===== config.mk =====
export PLATFORM = sky130hd
export DESIGN_NAME = pipeline_hazard_ctrl
export DESIGN_NICKNAME = d
export VERILOG_FILES = /design/src/rtl/cpu_pkg.sv /design/src/rtl/sat_counter.sv /design/src/rtl/pipeline_hazard_ctrl.sv
export SDC_FILE = /design/constraint.sdc
export NUM_CORES = 1
export LEC_CHECK = 0
export ABC_AREA = 0
export CAP_MARGIN = 25
export CORE_UTILIZATION = 54
export CTS_CLUSTER_DIAMETER = 100
export DETAILED_ROUTE_END_ITERATION = 16
export PLACE_DENSITY = 0.88
export SLEW_MARGIN = 20
export SYNTH_ARGS = -nofsm -noshare
export SYNTH_HDL_FRONTEND = slang
export SYNTH_HIERARCHICAL = 1
export SYNTH_SLANG_ARGS = --single-unit

===== constraint.sdc =====
create_clock -name clock -period 3.85 [get_ports clock]
set_input_delay 0.77 -clock clock [delete_from_list [all_inputs] [get_ports clock]]
set_output_delay 0.77 -clock clock [all_outputs]
set_load 0.02 [all_outputs]

===== src/rtl/cpu_pkg.sv =====
// Shared types and constants for the 16-bit 5-stage CPU and its hazard sequencer.
package cpu_pkg;

    localparam int unsigned REG_W  = 2;
    localparam int unsigned DATA_W = 16;

    // Scoreboard stage indices, youngest first
    localparam int unsigned EX  = 0;
    localparam int unsigned MEM = 1;
    localparam int unsigned WB  = 2;

    typedef enum logic [1:0] {
        RUN   = 2'd0,
        STALL = 2'd1,
        FLUSH = 2'd2
    } hz_state_t;

    typedef struct packed {
        logic             valid;
        logic [REG_W-1:0] regnum;
    } sb_entry_t;

endpackage


===== src/rtl/sat_counter.sv =====
// Saturating up-counter clocked on the falling edge to match the CPU pipeline.
module sat_counter #(
    parameter int unsigned WIDTH = 16
) (
    input  logic             clock,
    input  logic             resetn,
    input  logic             inc,
    output logic [WIDTH-1:0] count
);

    always_ff @(negedge clock or negedge resetn) begin
        if (!resetn) begin
            count <= '0;
        end else if (inc && (count != {WIDTH{1'b1}})) begin
            count <= count + WIDTH'(1);
        end
    end

endmodule


===== src/rtl/pipeline_hazard_ctrl.sv =====
// RAW-hazard stall and taken-branch flush sequencer for the 5-stage pipeline,
// with a 3-entry destination scoreboard and saturating event counters.
module pipeline_hazard_ctrl
    import cpu_pkg::*;
#(
    parameter int unsigned SB_DEPTH = 3,
    parameter int unsigned CNT_W    = 16
) (
    input  logic             clock,
    input  logic             resetn,
    input  logic             hz_en,
    input  logic [REG_W-1:0] id_rs,
    input  logic [REG_W-1:0] id_rt,
    input  logic             id_uses_rs,
    input  logic             id_uses_rt,
    input  logic             id_reg_write,
    input  logic [REG_W-1:0] id_write_reg,
    input  logic             mem_pcsrc,
    output logic             pc_write,
    output logic             ifid_write,
    output logic             idex_bubble,
    output logic             flush_ifid,
    output logic             flush_idex,
    output logic             flush_exmem,
    output logic [1:0]       state,
    output logic [CNT_W-1:0] stall_cnt,
    output logic [CNT_W-1:0] flush_cnt
);

    sb_entry_t sb [SB_DEPTH];
    hz_state_t state_q;
    hz_state_t state_d;
    logic      hazard;
    logic      stall;
    logic      flush;

    // Any in-flight writer (including WB, since the regfile does not forward) blocks ID
    always_comb begin
        hazard = 1'b0;
        for (int unsigned i = 0; i < SB_DEPTH; i++) begin
            if (sb[i].valid &&
                ((id_uses_rs && (sb[i].regnum == id_rs)) ||
                 (id_uses_rt && (sb[i].regnum == id_rt)))) begin
                hazard = 1'b1;
            end
        end
        if (!hz_en) begin
            hazard = 1'b0;
        end
    end

    // Flush wins over stall; outputs are combinational for same-cycle pipeline control
    always_comb begin
        flush       = mem_pcsrc;
        stall       = hazard && !mem_pcsrc;
        state_d     = RUN;
        pc_write    = 1'b1;
        ifid_write  = 1'b1;
        idex_bubble = 1'b0;
        flush_ifid  = 1'b0;
        flush_idex  = 1'b0;
        flush_exmem = 1'b0;
        if (flush) begin
            state_d     = FLUSH;
            flush_ifid  = 1'b1;
            flush_idex  = 1'b1;
            flush_exmem = 1'b1;
        end else if (stall) begin
            state_d     = STALL;
            pc_write    = 1'b0;
            ifid_write  = 1'b0;
            idex_bubble = 1'b1;
        end
    end

    always_ff @(negedge clock or negedge resetn) begin
        if (!resetn) begin
            state_q <= RUN;
        end else begin
            state_q <= state_d;
        end
    end

    // The EX-stage instruction is younger than a taken branch, so it dies on the way to MEM
    always_ff @(negedge clock or negedge resetn) begin
        if (!resetn) begin
            for (int unsigned i = 0; i < SB_DEPTH; i++) begin
                sb[i] <= '0;
            end
        end else begin
            sb[WB]  <= sb[MEM];
            sb[MEM] <= flush ? sb_entry_t'('0) : sb[EX];
            if (stall || flush) begin
                sb[EX] <= '0;
            end else begin
                sb[EX] <= '{valid: id_reg_write, regnum: id_write_reg};
            end
        end
    end

    assign state = state_q;

    sat_counter #(.WIDTH(CNT_W)) u_stall_cnt (
        .clock  (clock),
        .resetn (resetn),
        .inc    (stall),
        .count  (stall_cnt)
    );

    sat_counter #(.WIDTH(CNT_W)) u_flush_cnt (
        .clock  (clock),
        .resetn (resetn),
        .inc    (flush),
        .count  (flush_cnt)
    );

endmodule

[Yosys cells after proc, flatten, opt, wreduce, memory -nomap -nowiden]
Cells that the tools add are included.
Word-level totals
  output and inout bits: 40
  input bits: 13
  bits in registers: 43
Operators by class
  $add $sub $neg: 2
  reduce and logical (&&, ||, !) cells: 17
  equality and inequality tests: 8
  mux-type cells: 13
Operator list (count)
  $add 16x1->16 const B: 2
  $ne 16x16->1 const B: 2
  $eq 2x2->1: 6
  $logic_and 1x1->1: 12
  $mux 1: 10
  $mux 3: 2
  $logic_or 1x1->1: 4
  $mux 2: 1
  $logic_not 1->1: 1

[Longest topological paths before layout]
  depth in word-level cells: 11
  gate-level depth with buffers: 8
  gate-level depth less buffers: 8

[Hierarchy]
The synthesis kept the hierarchy.
Modules (own cells, without submodules)
  sat_counter: sequential area each 400.4 sq um, cells each 72, area an instance 859.6 sq um, times used 2
  pipeline_hazard_ctrl: sequential area each 275.3 sq um, cells each 52, area an instance 568.0 sq um, times used 1

==> run summary <==
final WL -> 7.04 mm
Crit path required time -> 3.08 ns
largest net degree at the start of global routing -> 44
RSZ-0062 raised after global routing -> yes
Worst Skew -> 0.0101 ns
number of global-route vias before repair -> 2210
area share of the largest cell type after synthesis -> 0.470
ANT nets after route -> 0
root buffer cell -> clkbuf_8
H-tree Lvls -> 2
fraction of layout cells with a size suffix above 1 -> 0.342
die footprint -> 4500 um2
first drt pass iteration count -> 5
max-cap viol count -> 0
worst-margin pin slew -> 0.451 ns
WL/cell -> 19.7 um
leakage power -> 0.00172 uW
sequential area share after synthesis -> 0.470
placed insts -> 341
CP Capture Type -> primary output
Slew Limit Headroom -> 0.699
Min Hold Slack -> 0.351 ns
Placement Rows -> 23
Post-synth EDFFs -> 0
clock buffer depth -> 2
die height -> 67.1 um
yosys warns -> 6
area of the mapped netlist -> 2290 um2
WS Path Type -> reg2out
#FFs+latches synth -> 43
Crit-path slowest cell -> dfrtn_1
port bufs -> 52
Via-to-Cell Ratio -> 6.17
flop2flop setup slack -> 1.58 ns
R2R depth -> 10
Total GRT Usage -> 0.340
Initial Utilization -> 0.568
I/O pin count -> 53
slowest stage delay, CP -> 0.46 ns
Nets -> 321
Clock Pin Slew Worst Setup and Hold Paths -> 0.06 ns
Synth-to-Final Area Change -> 49.6%
Post-Syn Area per Cell -> 11.7 um2
cell count of the worst hold path -> 0
Worst path top cell family by delay -> compound AO/OA/AOI/OAI gates
Yosys top cell by area -> dfrtn_1
most numerous cell in the Yosys netlist -> dfrtn_1
remaining global-route overflow -> 0
DRC violations left -> 0
Slew Limit Fails -> 0
HP Start -> sb[5]$_DFF_NN0_
ys flop type -> dfrtn_1
clock sink count -> 43
status -> complete, but fails checks
CTS Buf Count -> 5
CP max FO -> 3
post-synth net total -> 211
chip width -> 67.1 um
first-pass GRT wire length -> 10.9 mm
final std cells w/o fill -> 357
Post-DP HPWL -> 4.48 mm
top cells by area, synth -> dfrtn_1 47%, xnor2_1 7.7%, nand4_1 6.3%, nor4_4 3.7%, o21a_1 3.3%
# diodes -> 0
worst skew pair latency -> 0.31 ns
cell depth of the worst setup path -> 5
fin worst setup slack -> -0.572 ns
Critical Path Start Type -> flop
CTS tree -> done
Final setup viols -> 19
Post-synth top cells -> 43 x dfrtn_1, 23 x nand4_1, 20 x xnor2_1
cells after synthesis -> 196
critical path's most frequent cell -> buf_6
Hold/Removal Path Class -> reg2reg
failing checks -> setup timing
Fin. Hold Viols -> 0
DR vias -> 2201
Final Util -> 0.849
Pwr per Cell Area -> 407 nW/um2
Worst Path Buf+Inv -> 2
Critical Path Source -> sb[4]$_DFF_NN0_
Netlist cell types -> 35
Hold Buf Count CTS -> 0
core area -> 4030 um2
worst endpoint data arrival time -> 3.65 ns
pre-CTS setup slack -> -0.999 ns
critical-path cell list -> xor2_1 > o21ai_2 > o311a_4 > buf_6 > buf_6
ys async rst share -> 1.00
1st-iter DRT viols -> 129
initial antenna violation count -> 0
RD Place Congestion -> 0.924
RR Startpoint -> sb[6]$_DFF_NN0_
peak supply drop -> 0.254 mV
## power breakdown
part	leakage, uW	internal [uW]	switching, uW
Clock	0.0000581	193	169
Combinational	0.00109	206	273
Sequential	0.000575	512	38.8
Total	0.00172	912	481
## path summary, 6_finish.rpt
kind,to
min,sb[2]$_DFF_NN0_
min in group asynchronous,u_flush_cnt/count[1]$_DFFE_NN0P_
max,idex_bubble
min reg2reg,sb[2]$_DFF_NN0_
max reg2reg,u_stall_cnt/count[5]$_DFFE_NN0P_
max in group asynchronous,u_flush_cnt/count[8]$_DFFE_NN0P_
## flip-flops by register name, summed over array words and instances (netlist names)
signal,count
u_flush_cnt/count,16
sb,9
state,2
u_stall_cnt/count,16
## per-stage QoR
stage               setup TNS [ns]  total power (uW)  cell area (um2)
floorplan                    -4.30               776             2320
global placement            -20.24              1010             3240
detailed placement          -23.31              1030             3240
CTS                          -7.01              1380             3400
global route                 -8.46              1450             3420
finish                       -7.19              1390             3420
## cell type report
cell class / instances / area (um2)
Timing Repair Buffer: 107 / 900
Fill cell: 228 / 607
Tap cell: 50 / 62.6
Sequential cell: 43 / 1080
Inverter: 1 / 3.75
Clock inverter: 3 / 43.8
Multi-Input combinational cell: 148 / 1270
Clock buffer: 5 / 68.8
## cells by family (layout without fill, tap and decap cells)
group | count (synthesis) | count (layout) | share of synthesized area
buf+inv | 5 | 116 | 0.0148
simple gates | 81 | 81 | 0.269
flops | 43 | 43 | 0.470
fa+ha+maj | 2 | 2 | 0.0109
compound gates | 37 | 37 | 0.125
xor+xnor | 26 | 26 | 0.0996
mux | 2 | 2 | 0.00985
## repair_timing
item                                   CTS  global route
gates resized for setup                 86             6
setup endpoints to repair               65            21
pin swaps                               15             6
setup buffers                            6             2
endpoints found under the hold margin    0             0
## cell usage in the layout, fill, tap and decap left out, drive strengths merged, types with 7 or more instances in the layout
cell,count
buf,63
clkdlybuf4s50,7
dfrtn,43
dlygate4sd2,35
nand2,11
nand3,14
nand4,27
nor2,7
o21a,10
xnor2,20
## per-layer routing
metal	GRT usage	wire, um	vias to the layer above
met5	0	0	-
met2	0.556	3490	114
met4	0.189	287	0
met3	0.0890	473	30
met1	0.401	2780	1078
li1	-	-	979
(Power assumes the default switching activity.)
